==> config.mk <==
export PLATFORM = sky130hd
export DESIGN_NAME = serv_rf_ram_if
export DESIGN_NICKNAME = d
export VERILOG_FILES = /design/src/rtl/serv_rf_ram_if.sv
export SDC_FILE = /design/constraint.sdc
export NUM_CORES = 1
export LEC_CHECK = 0
export BUFFER_PORTS_ARGS = -buffer_cell sky130_fd_sc_hd__buf_2
export CAP_MARGIN = 20
export CORE_ASPECT_RATIO = 0.5
export CORE_MARGIN = 10
export CORE_UTILIZATION = 40
export DETAILED_ROUTE_END_ITERATION = 8
export SLEW_MARGIN = 15
export SYNTH_ARGS = -nofsm -noshare
export SYNTH_HDL_FRONTEND = slang
export SYNTH_SLANG_ARGS = --single-unit
==> constraint.sdc <==
create_clock -name i_clk -period 2.55 [get_ports i_clk]
set_clock_uncertainty 0.2 [all_clocks]
set_input_delay 0.255 -clock i_clk [delete_from_list [all_inputs] [get_ports i_clk]]
set_output_delay 0.255 -clock i_clk [all_outputs]
set_load 0.05 [all_outputs]
==> src/rtl/serv_rf_ram_if.sv <==
// Bit-serial register file front end: turns 1-bit read/write ports into
// W-bit accesses on a synchronous RAM holding 32 GPRs and 4 CSRs.
module serv_rf_ram_if #(
    parameter  int W   = 2,
    localparam int WPR = 32 / W,
    localparam int AW  = 6 + $clog2(WPR)
) (
    input  logic          i_clk,
    input  logic          i_rst_n,
    input  logic          i_rreq,
    input  logic [5:0]    i_rreg0,
    input  logic [5:0]    i_rreg1,
    output logic          o_ready,
    output logic          o_rdata0,
    output logic          o_rdata1,
    input  logic          i_wreq,
    input  logic [5:0]    i_wreg0,
    input  logic [5:0]    i_wreg1,
    input  logic          i_wen0,
    input  logic          i_wen1,
    input  logic          i_wdata0,
    input  logic          i_wdata1,
    output logic [AW-1:0] o_waddr,
    output logic [W-1:0]  o_wdata,
    output logic          o_wen,
    output logic [AW-1:0] o_raddr,
    output logic          o_ren,
    input  logic [W-1:0]  i_rdata
);
    localparam int          LW   = $clog2(W);
    localparam int          IW   = AW - 6;
    localparam logic [5:0]  MSK  = 6'(W - 1);
    localparam logic [5:0]  LDPH = 6'(2 % W);

    // ---------------- read side ----------------
    logic         rbusy;
    logic [5:0]   rcnt;
    logic [5:0]   rreg0_q, rreg1_q;
    logic [W-1:0] rbuf0, rsh0, rsh1;
    logic [5:0]   rph;
    logic         rd_acc, rwin;

    assign rph    = rcnt & MSK;
    // The last serial cycle may already accept the next request.
    assign rd_acc = i_rreq && (!rbusy || rcnt == 6'd34);

    always_ff @(posedge i_clk or negedge i_rst_n) begin
        if (!i_rst_n) begin
            rbusy   <= 1'b0;
            rcnt    <= '0;
            rreg0_q <= '0;
            rreg1_q <= '0;
            rbuf0   <= '0;
            rsh0    <= '0;
            rsh1    <= '0;
        end else begin
            if (rd_acc) begin
                rbusy   <= 1'b1;
                rcnt    <= '0;
                rreg0_q <= i_rreg0;
                rreg1_q <= i_rreg1;
            end else if (rbusy) begin
                if (rcnt == 6'd34) begin
                    rbusy <= 1'b0;
                    rcnt  <= '0;
                end else begin
                    rcnt <= rcnt + 6'd1;
                end
            end
            if (rbusy) begin
                // reg0 word lands one cycle before reg1's, so park it until both shift out together
                if (rph == 6'd1)
                    rbuf0 <= i_rdata;
                if (rph == LDPH && rcnt >= 6'd2) begin
                    rsh0 <= rbuf0;
                    rsh1 <= i_rdata;
                end else begin
                    rsh0 <= rsh0 >> 1;
                    rsh1 <= rsh1 >> 1;
                end
            end
        end
    end

    always_comb begin
        o_ren   = rbusy && rcnt < 6'd32 && (rph == 6'd0 || rph == 6'd1);
        o_raddr = '0;
        if (o_ren)
            o_raddr = (AW'(rph == 6'd0 ? rreg0_q : rreg1_q) << IW) | AW'(rcnt[4:0] >> LW);
        o_ready  = rbusy && rcnt == 6'd2;
        rwin     = rbusy && rcnt >= 6'd3 && rcnt <= 6'd34;
        o_rdata0 = rwin && rsh0[0];
        o_rdata1 = rwin && rsh1[0];
    end

    // ---------------- write side ----------------
    logic         wbusy;
    logic [5:0]   wcnt;
    logic [5:0]   wreg0_q, wreg1_q;
    logic         wen0_q, wen1_q;
    logic [W-1:0] wsh0, wsh1, wbuf1;
    logic [5:0]   wph;
    logic         wr0, wr1;
    logic [4:0]   widx0, widx1;

    assign wph = wcnt & MSK;

    always_ff @(posedge i_clk or negedge i_rst_n) begin
        if (!i_rst_n) begin
            wbusy   <= 1'b0;
            wcnt    <= '0;
            wreg0_q <= '0;
            wreg1_q <= '0;
            wen0_q  <= 1'b0;
            wen1_q  <= 1'b0;
            wsh0    <= '0;
            wsh1    <= '0;
            wbuf1   <= '0;
        end else if (!wbusy) begin
            if (i_wreq) begin
                wbusy <= 1'b1;
                wcnt  <= '0;
            end
        end else begin
            if (wcnt == 6'd33) begin
                wbusy <= 1'b0;
                wcnt  <= '0;
            end else begin
                wcnt <= wcnt + 6'd1;
            end
            if (wcnt == 6'd0) begin
                wreg0_q <= i_wreg0;
                wreg1_q <= i_wreg1;
                wen0_q  <= i_wen0;
                wen1_q  <= i_wen1;
            end
            if (wcnt < 6'd32) begin
                wsh0 <= {i_wdata0, wsh0[W-1:1]};
                wsh1 <= {i_wdata1, wsh1[W-1:1]};
            end
            // port 1 writes a cycle after port 0, by which time its shifter has moved on
            if (wph == 6'd0 && wcnt >= 6'(W))
                wbuf1 <= wsh1;
        end
    end

    always_comb begin
        widx0   = 5'(wcnt >> LW) - 5'd1;
        widx1   = 5'((wcnt - 6'd1) >> LW) - 5'd1;
        wr0     = wbusy && wen0_q && wph == 6'd0 && wcnt >= 6'(W) && wcnt <= 6'd32;
        wr1     = wbusy && wen1_q && wph == 6'd1 && wcnt >= 6'(W + 1) && wcnt <= 6'd33;
        o_wen   = wr0 || wr1;
        o_waddr = '0;
        o_wdata = '0;
        if (wr0) begin
            o_waddr = (AW'(wreg0_q) << IW) | AW'(widx0);
            o_wdata = wsh0;
        end else if (wr1) begin
            o_waddr = (AW'(wreg1_q) << IW) | AW'(widx1);
            o_wdata = wbuf1;
        end
    end
endmodule

---- Word-level counts from Yosys, hierarchy flattened ----
Cells that the tools add are included.
cells by class
  add/sub/neg operators ................... 5
  magnitude comparators ................... 9
  equal/unequal tests ..................... 3
  muxes and demuxes ....................... 20
  bitwise gates (word level) .............. 3
  reductions and logical operators ........ 31
operators by type and width
  operator               number
  $mux W6                7
  $mux W10               3
  $ge A6 B2 Y1 const B   4
  $or A10 B5 Y10         2
  $le A6 B6 Y1 const B   3
  $logic_and A1 B1 Y1    18
  $logic_not A6 Y1       3
  $add A6 B1 Y6 const B  2
  $eq A6 B6 Y1 const B   2
  $lt A6 B6 Y1 const B   2
  $or A10 B4 Y10         1
  $sub A5 B1 Y5 const B  2
  $mux W2                4
  $reduce_and A2 Y1      4
  $eq A6 B2 Y1 const B   1
  $mux W1                6
  $sub A6 B1 Y6 const B  1
  $reduce_bool A2 Y1     2
  $logic_or A1 B1 Y1     3
  $logic_not A1 Y1       1
word-level totals
  bits in registers ....................... 52
  bits of input ports ..................... 34
  logic and storage cells ................. 87

---- Depth between registers and ports, before layout ----
Gate-level depths: netlist (run 1).
  word-level depth ........................ 6
  gate-level depth with buffers ........... 9

---- Least setup slack after synthesis (run 1) ----
OpenSTA, ideal clock, no wires.
  path type ............................... reg-to-output
  start ................................... register wcnt[2]
  end ..................................... output o_waddr[3]
  arrival ................................. 2.455 ns
  required time ........................... 2.095 ns
  setup slack ............................. -0.360 ns
  cell stages (with the launch flop) ...... 9
  cells stage by stage .................... dfrtp_1 -> buf_2 -> inv_1 -> ha_1 -> a21boi_2 -> a2111oi_0 -> a311o_1 -> a221oi_1 -> a21oi_1
on the way
  cells in the longest elaborated chain, start to end .. 5
  elaborated cells between the ends (all ways) .. 15
  classes of those cells .................. 3 x add/sub; 4 x order compare; 2 x mux; 2 x bitwise; 4 x reduce/logical
ends and longest elaborated chain
  element                                                       RTL line  RTL
  from (decl)                                                   98        logic [5:0] wcnt;
  from (signal assigned)                                        129       wcnt <= wcnt + 6'd1;
  $sub A6 B1 Y6 / $ge A6 B2 Y1 (equally long branches)          149, 151
  $sub A5 B1 Y5 / $logic_and A1 B1 Y1 (equally long branches)   149, 151
  $or A10 B5 Y10 / $logic_and A1 B1 Y1 (equally long branches)  159, 151
  $mux W10                                                      158       end else if (wr1) begin
  $mux W10 *                                                    155       if (wr0) begin
  to (decl)                                                     23        output logic [AW-1:0] o_waddr,
Every way passes the cells marked *; elsewhere a longest branch is shown, timed or not.

---- Final worst setup path (run 1) ----
  start ................................... register wcnt[1]
  end ..................................... output o_waddr[0]
Same word-level chain as after synthesis.

==> results_tabular.tex, run 1 <==
\begin{tabular}{lr}
\hline
Metric & Value \\
\hline
\multicolumn{2}{l}{\textbf{Layout}} \\
Final nets & $\sim$420 \\
Layout cell share with drive strength beyond 1 & 44.3\% \\
Final std cells w/o fill & around 470 \\
Filler instances & roughly 550 \\
Synth-to-layout area growth & 43.7\% \\
Antenna diode count & 0 \\
\multicolumn{2}{l}{\textbf{Yosys}} \\
Cell accounting for the most synthesized area & sky130\_fd\_sc\_hd\_\_dfrtp\_1 \\
Number of flops mapped to enable cells by yosys & 0 \\
Mean instance size in the synthesized netlist & $\sim$11 µm² \\
Sequential-to-total area share from yosys stat & $\sim$45\% \\
Area fraction of the dominant cell type after synthesis & 45.3\% \\
Most used DFF post-synth & sky130\_fd\_sc\_hd\_\_dfrtp\_1 \\
Library cells used by synthesis & 46 \\
Most frequent cell after synthesis & sky130\_fd\_sc\_hd\_\_dfrtp\_1 \\
Async S/R FF share, synth & 100\% \\
Cell area after synthesis & around 2900 µm² \\
Top cells by instance count after synthesis & sky130\_fd\_sc\_hd\_\_dfrtp\_1, sky130\_fd\_sc\_hd\_\_mux2\_2, sky130\_fd\_sc\_hd\_\_nor2\_1 \\
Number of warnings issued by yosys & 0 \\
Net Count, Synth & between 300 and 400 \\
Count of state elements after synthesis & 52 \\
Dominant cells by area after synthesis & sky130\_fd\_sc\_hd\_\_dfrtp\_1, sky130\_fd\_sc\_hd\_\_mux2\_2, sky130\_fd\_sc\_hd\_\_mux2\_4 \\
Gate count after technology mapping & between 200 and 300 \\
\multicolumn{2}{l}{\textbf{Detailed routing}} \\
Number of routed nets with antenna violations & 0 \\
DRC errors left & 0 \\
First-pass DRT Iterations & 4 \\
Via count of the routed design & around 2,400 \\
DRC violation total after the first TritonRoute iteration & 155 \\
Vias per std cell & roughly 5.1 \\
Mean routed wirelength per cell & about 16 µm \\
Drt total wl & between 7 and 8 mm \\
\multicolumn{2}{l}{\textbf{STA}} \\
Final critical-path share of the clock period & 102\% \\
Worst Hold Slack & -2.03 ps \\
Tmin final & 2600 ps \\
Unrepaired setup endpoints after global routing & true \\
Final worst setup slack & -52.8 ps \\
Relative slew margins & between 40 and 50\% \\
Number of pins exceeding their max-slew limit in the final report & 0 \\
Final number of setup-violating endpoints & 4 \\
Max Fclk & about 380 MHz \\
Worst-Margin Slew & roughly 900 ps \\
Number of endpoints with negative hold slack in the final report & 1 \\
\multicolumn{2}{l}{\textbf{Critical path}} \\
Worst setup path endpoint & o\_waddr[0] \\
Cell depth of the worst flop-to-flop path & 4 \\
Worst path arrival time & $\sim$2200 ps \\
Critical path type & reg -> out \\
Max stage delay on crit path & between 400 and 500 ps \\
Capturing element type of the critical path & primary output \\
Critical path data required time & $\sim$2100 ps \\
Largest delay contributor family on the critical path & buffers and inverters \\
Count of buffer and inverter cells on the critical path & 5 \\
CP cell instances & inv\_4 -> ha\_4 -> buf\_4 -> o21ai\_2 -> a211oi\_2 -> buf\_4 -> inv\_1 -> o22ai\_2 -> buf\_6 \\
Count of cell instances traversed by the critical path & 9 \\
Setup slack of the worst register-to-register path & between 300 and 400 ps \\
CP max stage cell & sky130\_fd\_sc\_hd\_\_dfrtp\_1 \\
Largest fanout of any net on the critical path & 7 \\
End of the worst register-to-register path & rreg1\_q[4] \\
Origin of the critical flop-to-flop path & rcnt[2] \\
Most Frequent Cell on Critical Path & sky130\_fd\_sc\_hd\_\_buf\_4 \\
Element type at the critical path start & register \\
Source of the critical timing path & wcnt[1] \\
\multicolumn{2}{l}{\textbf{Place}} \\
Dpl cells & $\sim$430 \\
Worst slack at placement & 60.3 ps \\
GPL Wtd Cong & between 0.8 and 0.9 \\
Input/output buffers & 60 \\
Post-detailed-placement half-perimeter wirelength & $\sim$5.2 mm \\
\multicolumn{2}{l}{\textbf{Run status}} \\
Violated checks & hold timing, setup timing \\
Status & finished, violations left \\
\multicolumn{2}{l}{\textbf{Clock network}} \\
Buffer levels on the longest clock path & 2 \\
\# H-tree levels & 2 \\
Clock input transition at the sequential cells of the worst setup and hold paths & $\sim$70 ps \\
Num Clock Sinks & 52 \\
Source-to-sink clock delay at the later pin of the worst-skew pair & approximately 290 ps \\
Number of CTS-inserted buffers & 5 \\
Clock tree from TritonCTS & built \\
CTS root buffer & sky130\_fd\_sc\_hd\_\_clkbuf\_16 \\
\multicolumn{2}{l}{\textbf{Floorplanning}} \\
Chip Width & about 140 µm \\
Ports placed on the boundary & 61 \\
Die area & between 10,000 and 15,000 µm² \\
Area of the core & between 6000 and 7000 µm² \\
Die outline height & about 80 µm \\
Row count & 21 \\
Initial core utilization & about 42\% \\
\multicolumn{2}{l}{\textbf{GRT}} \\
GR Overflow Total & 0 \\
Largest net degree at the start of global routing & 42 \\
Global-route wire length before repair & about 13 mm \\
All-Layer GR Usage & 13.4\% \\
Number of antenna violations at the first check in global routing & 0 \\
Number of global-route vias before repair & approximately 2,600 \\
\multicolumn{2}{l}{\textbf{Run}} \\
Number of maximum-capacitance violations & 0 \\
\multicolumn{2}{l}{\textbf{Hold path}} \\
Worst min path class & in -> reg \\
\hline
\end{tabular}
## worst reg2reg max path: cells and delay by family, from the launching register on
kind            cells  cell delay (ps)
flops               1              460
simple gates        2              780
mux                 1              340
compound gates      1              310
## sequential cells by signal, indices dropped and copies added (netlist names), 2 cells and up
| register | flops |
|---|---|
| wbuf1 | 2 |
| rsh0 | 2 |
| wsh0 | 2 |
| rbuf0 | 2 |
| wreg1_q | 6 |
| rreg0_q | 6 |
| rsh1 | 2 |
| wsh1 | 2 |
| rcnt | 6 |
| rreg1_q | 6 |
| wreg0_q | 6 |
| wcnt | 6 |
## cell families after synthesis
logic type / Yosys count / share of synthesized area [%]
xor+xnor: 6 / 1.83
mux: 41 / 17.1
compound gates: 58 / 13.4
simple gates: 74 / 13.4
buf+inv: 28 / 4.26
flops: 52 / 45.3
fa+ha+maj: 11 / 4.79
## metrics by stage
step	instance area (µm²)	TNS [ps]	utilization [%]	hold WS, ps
CTS	3980	-216	58.2	0.940
floorplan	2910	-189	-	-241
detailed placement	3400	0	49.7	233
finish	4130	-141	60.5	-2.03
global placement	3400	0	49.7	234
global route	4130	-962	60.5	3.74
## routing by layer
metal,track usage [%],part of all wire [%]
met2,24.0,51
met5,0,0
met1,15.3,42
met4,4.82,2.0
met3,3.38,4.3
## timing repair
action | CTS | global route
endpoints found under the hold margin | 63 | 1
buffers inserted | 5 | 2
resized for setup | 40 | 29
pin swaps | 8 | 6
endpoints found under the setup margin | 13 | 15
cloned | 0 | 0
hold buffers | 25 | 1
## cell usage in the layout (no fill, tap or decap), types with 3 or more instances in the layout
| cell type | count |
|---|---|
| sky130_fd_sc_hd__mux2i_1 | 7 |
| sky130_fd_sc_hd__buf_4 | 31 |
| sky130_fd_sc_hd__buf_2 | 45 |
| sky130_fd_sc_hd__dfrtp_1 | 49 |
| sky130_fd_sc_hd__inv_1 | 11 |
| sky130_fd_sc_hd__mux2_4 | 10 |
| sky130_fd_sc_hd__nand2_1 | 12 |
| sky130_fd_sc_hd__dlygate4sd3_1 | 26 |
| sky130_fd_sc_hd__ha_4 | 5 |
| sky130_fd_sc_hd__mux2_2 | 24 |
| sky130_fd_sc_hd__a21oi_1 | 9 |
| sky130_fd_sc_hd__buf_6 | 10 |
| sky130_fd_sc_hd__nand3_1 | 5 |
| sky130_fd_sc_hd__and3_1 | 4 |
| sky130_fd_sc_hd__a22o_1 | 9 |
| sky130_fd_sc_hd__nor3_1 | 3 |
| sky130_fd_sc_hd__and2_1 | 6 |
| sky130_fd_sc_hd__clkbuf_16 | 5 |
| sky130_fd_sc_hd__nand2b_1 | 6 |
| sky130_fd_sc_hd__nor2_1 | 21 |
| sky130_fd_sc_hd__o21ai_0 | 15 |
| sky130_fd_sc_hd__a21oi_2 | 4 |
| sky130_fd_sc_hd__dfrtp_2 | 3 |
| sky130_fd_sc_hd__ha_1 | 5 |
| sky130_fd_sc_hd__xor2_1 | 3 |
## worst min-delay path by stage
stage / from / slack (ps) / cells past startpoint / end
after floorplan: i_rst_n / -240 / 0 / rbuf0[0]
after global placement: i_rst_n / 230 / 1 / rcnt[2]
after detailed placement: i_rst_n / 230 / 1 / rcnt[1]
after CTS: i_wreq / 0.9 / 2 / wcnt[4]
after global routing: i_wreg0[3] / 4 / 2 / wreg0_q[3]
final: i_wreq / -2 / 2 / wcnt[4]
## cell type report
class | instances | area (µm²) | area share, %
multi-input cells | 190 | 1670 | 40.4
flip-flops and latches | 52 | 1310 | 31.6
repair buffers | 113 | 838 | 20.3
clock buffers | 7 | 143 | 3.45
well taps | 92 | 115 | 2.79
inverters | 14 | 55.1 | 1.33
clock inverters | 1 | 7.51 | 0.182
Power of run 1 is not shown: default switching activity piles up to over one toggle a cycle in this logic, so the estimate is an artifact.
==> run 2: changes to the inputs <==
--- a/config.mk
+++ b/config.mk
@@ -11,4 +11,6 @@
 export CORE_MARGIN = 10
-export CORE_UTILIZATION = 40
+export CORE_UTILIZATION = 45
 export DETAILED_ROUTE_END_ITERATION = 8
+export HOLD_SLACK_MARGIN = 0.12
+export PLACE_DENSITY = 0.68
 export SLEW_MARGIN = 15
--- a/constraint.sdc
+++ b/constraint.sdc
@@ -4,2 +4,2 @@
 set_output_delay 0.255 -clock i_clk [all_outputs]
-set_load 0.05 [all_outputs]
+set_load 0.1 [all_outputs]
==> results_tabular.tex, run 2 (synthesis results as in run 1) <==
\begin{tabular}{lr}
\hline
Metric & Value \\
\hline
\multicolumn{2}{l}{\textbf{Floorplanning}} \\
Die outline height & approximately 77 µm \\
Die area & 10,200 µm² \\
Initial core utilization & 46.9\% \\
Area of the core & 6130 µm² \\
Chip Width & roughly 130 µm \\
Ports placed on the boundary & 61 \\
Row count & 20 \\
\multicolumn{2}{l}{\textbf{Clock network}} \\
Buffer levels on the longest clock path & 2 \\
CTS root buffer & sky130\_fd\_sc\_hd\_\_clkbuf\_16 \\
Clock tree from TritonCTS & built \\
Clock input transition at the sequential cells of the worst setup and hold paths & around 70 ps \\
Source-to-sink clock delay at the later pin of the worst-skew pair & approximately 290 ps \\
Num Clock Sinks & 52 \\
Number of CTS-inserted buffers & 5 \\
\# H-tree levels & 2 \\
\multicolumn{2}{l}{\textbf{Layout}} \\
Final nets & around 440 \\
Final std cells w/o fill & 479 \\
Final std cell area, no fill & between 4000 and 5000 µm² \\
Most common library cell in the layout ignoring fill and taps & sky130\_fd\_sc\_hd\_\_dfrtp\_1 \\
Commonest non-fill, non-tap cells in the layout & sky130\_fd\_sc\_hd\_\_dfrtp\_1, sky130\_fd\_sc\_hd\_\_buf\_2, sky130\_fd\_sc\_hd\_\_dlygate4sd3\_1 \\
Synth-to-layout area growth & 56.4\% \\
Layout cell share with drive strength beyond 1 & about half \\
Antenna diode count & 0 \\
\multicolumn{2}{l}{\textbf{STA}} \\
Max Fclk & between 300 and 400 MHz \\
Final critical-path share of the clock period & 106\% \\
Number of endpoints with negative hold slack in the final report & 0 \\
Accumulated negative setup slack & -1050 ps \\
Final worst setup slack & -150 ps \\
Number of pins exceeding their max-slew limit in the final report & 0 \\
Tmin final & around 2700 ps \\
Relative slew margins & a little under three fifths \\
Worst-Margin Slew & 654 ps \\
Final number of setup-violating endpoints & 12 \\
Unrepaired setup endpoints after global routing & true \\
\multicolumn{2}{l}{\textbf{Critical path}} \\
Capturing element type of the critical path & primary output \\
CP max stage cell & sky130\_fd\_sc\_hd\_\_dfrtp\_2 \\
Most Frequent Cell on Critical Path & sky130\_fd\_sc\_hd\_\_o211ai\_1 \\
Critical path data required time & between 2000 and 2500 ps \\
Element type at the critical path start & register \\
Worst path arrival time & 2240 ps \\
Critical path type & reg -> out \\
CP cell instances & inv\_4 -> ha\_2 -> a21boi\_4 -> buf\_4 -> a21oi\_1 -> o211ai\_1 -> mux2i\_1 -> o211ai\_1 -> clkbuf\_16 \\
Max stage delay on crit path & approximately 420 ps \\
Largest fanout of any net on the critical path & 5 \\
\multicolumn{2}{l}{\textbf{Detailed routing}} \\
DRC errors left & 0 \\
First-pass DRT Iterations & 4 \\
Number of routed nets with antenna violations & 0 \\
Mean routed wirelength per cell & 16.9 µm \\
Drt total wl & 8.09 mm \\
Vias per std cell & $\sim$5.2 \\
DRC violation total after the first TritonRoute iteration & 140 \\
Via count of the routed design & between 2,000 and 2,500 \\
\multicolumn{2}{l}{\textbf{Place}} \\
Dpl cells & 430 \\
Post-detailed-placement half-perimeter wirelength & between 5 and 6 mm \\
GPL Wtd Cong & $\sim$0.84 \\
Input/output buffers & 60 \\
Worst slack at placement & -85.2 ps \\
Cell Area, Placed & 3750 µm² \\
\multicolumn{2}{l}{\textbf{GRT}} \\
Global-route wire length before repair & $\sim$13 mm \\
Met1 layer usage reported by global route & between 10\% and 20\% \\
Number of global-route vias before repair & between 2,000 and 3,000 \\
Number of antenna violations at the first check in global routing & 0 \\
Met3 demand-to-capacity share in global routing & around 3.4\% \\
Busiest layer in global routing & met2 \\
GR Overflow Total & 0 \\
All-Layer GR Usage & 15.6\% \\
Met2 track demand over resource in global routing & 30.3\% \\
Largest net degree at the start of global routing & 53 \\
\multicolumn{2}{l}{\textbf{Run}} \\
Number of maximum-capacitance violations & 0 \\
\multicolumn{2}{l}{\textbf{Run status}} \\
Status & finished, violations left \\
Violated checks & setup timing \\
\multicolumn{2}{l}{\textbf{Hold path}} \\
Worst min path class & reg -> reg \\
\hline
\end{tabular}
run 2: path summary, 6_finish.rpt:
kind                       cells past startpoint       start          to  slack [ps]
hold reg to reg                                1  wreg1_q[0]  wreg1_q[0]         310
setup / recovery                               9     wcnt[1]  o_waddr[4]        -150
setup reg to reg                               5     wcnt[2]     wcnt[5]         470
hold / removal                                 1  wreg1_q[0]  wreg1_q[0]         310
min in group asynchronous                      3     i_rst_n     rcnt[2]         400
max in group asynchronous                      3     i_rst_n     wcnt[0]        1260
run 2: through the flow:
stage	hold WS, ps	util (%)
finish	311	73.4
global route	326	73.4
CTS	312	72.4
detailed placement	216	61.2
global placement	202	61.2
floorplan	-241	-
run 2: cell type report:
type | instances | area (µm²)
Multi-Input combinational cell | 190 | 1740
Fill cell | 412 | 1630
Sequential cell | 52 | 1310
Timing Repair Buffer | 127 | 1130
Clock buffer | 5 | 125
Tap cell | 88 | 110
Inverter | 14 | 60.1
Clock inverter | 3 | 26.3
run 2: repair_timing:
| item | 4_1_cts | 5_1_grt |
|---|---|---|
| endpoints found under the setup margin | 13 | 13 |
| hold buffers | 33 | 0 |
| setup buffers | 7 | 2 |
| endpoints found under the hold margin | 89 | 0 |
| resized for setup | 31 | 10 |
| pin swaps | 10 | 5 |
run 2: worst max-delay path: cells and delay by family (launching register included):
| family | cells | cell delay (ps) |
|---|---|---|
| AOI/OAI and AO/OA | 4 | 590 |
| adders and majority gates | 1 | 210 |
| buffers and inverters | 3 | 500 |
| DFF | 1 | 420 |
| muxes | 1 | 210 |
run 2: layer usage:
layer | share of wire (%) | vias to the layer above | wire (µm)
met2 | 55 | 35 | 4470
met5 | 0 | - | 0
met4 | 0.83 | 0 | 67
met1 | 41 | 1222 | 3330
li1 | - | 1210 | -
met3 | 2.8 | 7 | 229
Power of run 2 is left out for the same reason.
==> run 3: changes to the inputs <==
- PLACE_DENSITY: 0.68 -> 0.7
- clock period: 2.55 -> 2.3 ns (I/O delays scaled with it)
==> results_tabular.tex, run 3 (synthesis results as in run 1) <==
\begin{tabular}{lr}
\hline
Metric & Value \\
\hline
\multicolumn{2}{l}{\textbf{Detailed routing}} \\
Via count of the routed design & 2,632 \\
First-pass DRT Iterations & 4 \\
Drt total wl & 8.69 mm \\
DRC errors left & 0 \\
Mean routed wirelength per cell & 17.3 µm \\
DRC violation total after the first TritonRoute iteration & 105 \\
Vias per std cell & 5.25 \\
Number of routed nets with antenna violations & 0 \\
\multicolumn{2}{l}{\textbf{STA}} \\
Tmin final & between 2000 and 3000 ps \\
Worst-Margin Slew & 470 ps \\
Number of pins exceeding their max-slew limit in the final report & 0 \\
Max Fclk & 361 MHz \\
Relative slew margins & between 60\% and 70\% \\
Unrepaired setup endpoints after global routing & true \\
Final number of setup-violating endpoints & 13 \\
Final critical-path share of the clock period & 120\% \\
Number of endpoints with negative hold slack in the final report & 0 \\
Final worst setup slack & -467 ps \\
\multicolumn{2}{l}{\textbf{Clock network}} \\
Clock tree from TritonCTS & built \\
Clock input transition at the sequential cells of the worst setup and hold paths & about 70 ps \\
Buffer levels on the longest clock path & 2 \\
CTS root buffer & sky130\_fd\_sc\_hd\_\_clkbuf\_16 \\
\# H-tree levels & 2 \\
Number of CTS-inserted buffers & 5 \\
Num Clock Sinks & 52 \\
Source-to-sink clock delay at the later pin of the worst-skew pair & 290 ps \\
\multicolumn{2}{l}{\textbf{GRT}} \\
Global-route wire length before repair & around 14 mm \\
Number of global-route vias before repair & $\sim$2,800 \\
GR Overflow Total & 0 \\
Number of antenna violations at the first check in global routing & 0 \\
Largest net degree at the start of global routing & 35 \\
All-Layer GR Usage & between 15 and 20\% \\
\multicolumn{2}{l}{\textbf{Layout}} \\
Area occupied by multi-input gates & about 1800 µm² \\
Filler instances & roughly 340 \\
Final core utilization & between 80\% and 90\% \\
Layout cell share with drive strength beyond 1 & 55.2\% \\
Final std cell area, no fill & 5010 µm² \\
Final nets & between 400 and 500 \\
Commonest non-fill, non-tap cells in the layout & sky130\_fd\_sc\_hd\_\_buf\_4, sky130\_fd\_sc\_hd\_\_dfrtp\_1, sky130\_fd\_sc\_hd\_\_dlygate4sd3\_1, sky130\_fd\_sc\_hd\_\_buf\_2, sky130\_fd\_sc\_hd\_\_buf\_12 \\
Synth-to-layout area growth & 74.2\% \\
Reg area & roughly 1300 µm² \\
Antenna diode count & 0 \\
Most common library cell in the layout ignoring fill and taps & sky130\_fd\_sc\_hd\_\_buf\_4 \\
\multicolumn{2}{l}{\textbf{Hold path}} \\
Worst min path class & in -> async \\
\multicolumn{2}{l}{\textbf{Critical path}} \\
Max stage delay on crit path & around 450 ps \\
Worst path arrival time & between 2000 and 2500 ps \\
Capturing element type of the critical path & primary output \\
Most Frequent Cell on Critical Path & sky130\_fd\_sc\_hd\_\_o211ai\_1 \\
Largest fanout of any net on the critical path & 5 \\
Critical path type & reg -> out \\
Critical path data required time & $\sim$1900 ps \\
CP cell instances & inv\_6 -> ha\_4 -> nor3b\_1 -> nand4b\_1 -> o211ai\_1 -> mux2i\_1 -> o211ai\_1 -> buf\_12 \\
CP max stage cell & sky130\_fd\_sc\_hd\_\_dfrtp\_2 \\
Element type at the critical path start & register \\
\multicolumn{2}{l}{\textbf{Place}} \\
Input/output buffers & 60 \\
Post-detailed-placement half-perimeter wirelength & between 5 and 6 mm \\
Worst slack at placement & -188 ps \\
Cell Area, Placed & a little over 4000 µm² \\
GPL Wtd Cong & approximately 0.86 \\
\multicolumn{2}{l}{\textbf{Floorplanning}} \\
Row count & 20 \\
Ports placed on the boundary & 61 \\
Chip Width & between 100 and 150 µm \\
Area of the core & $\sim$6000 µm² \\
Die area & 10,200 µm² \\
Initial core utilization & 46.9\% \\
Die outline height & between 70 and 80 µm \\
\multicolumn{2}{l}{\textbf{Run status}} \\
Status & finished, violations left \\
Violated checks & setup timing \\
\multicolumn{2}{l}{\textbf{Run}} \\
Number of maximum-capacitance violations & 0 \\
\hline
\end{tabular}
==> run 3: worst max-delay path, delay by kind of cell, from the launching register on <==
kind            cells  cell delay, ps
simple gates        2             480
flops               1             450
buf+inv             2             340
compound gates      2             330
mux                 1             260
fa+ha+maj           1             170
==> run 3: what timing repair did <==
item,4_1_cts,5_1_grt
gates resized for setup,39,16
pin swaps,10,4
setup endpoints to repair,15,15
hold endpoints to repair,89,0
hold buffers,33,0
setup buffers,8,4
==> run 3: cell type report <==
cell class / instances / area share [%]
clock buffers: 6 / 2.77
multi-input cells: 190 / 36.8
inverters: 14 / 1.27
well taps: 88 / 2.20
flip-flops and latches: 52 / 26.2
clock inverters: 2 / 0.775
repair buffers: 149 / 30.0
==> run 3: metal layers <==
| layer | track usage (%) | vias to the layer above | wire length (µm) |
|---|---|---|---|
| met2 | 32.9 | 50 | 4860 |
| met4 | 3.71 | 0 | 75 |
| li1 | - | 1255 | - |
| met1 | 18.0 | 1319 | 3470 |
| met5 | 0 | - | 0 |
| met3 | 3.29 | 8 | 283 |
==> run 3: path summary, 6_finish.rpt <==
| kind | start | end | slack [ps] | cells past startpoint |
|---|---|---|---|---|
| max | wcnt[1] | o_waddr[4] | -470 | 8 |
| min | i_rst_n | rsh0[1] | 210 | 2 |
| max reg2reg | rcnt[3] | rcnt[2] | 170 | 6 |
| min reg2reg | wsh1[0] | wbuf1[0] | 310 | 1 |
| max in group asynchronous | i_rst_n | rcnt[2] | 1140 | 3 |
| min in group i_clk | wsh1[0] | wbuf1[0] | 310 | 1 |
==> run 3: stage by stage <==
stage / hold WS, ps / std cells / setup TNS, ps
floorplan: -266 / 270 / -3420
global placement: -4.65 / 448 / -1240
detailed placement: 2.79 / 448 / -1040
CTS: 233 / 497 / -2840
global route: 262 / 501 / -4190
finish: 213 / 501 / -3250
Power of run 3 is left out for the same reason.
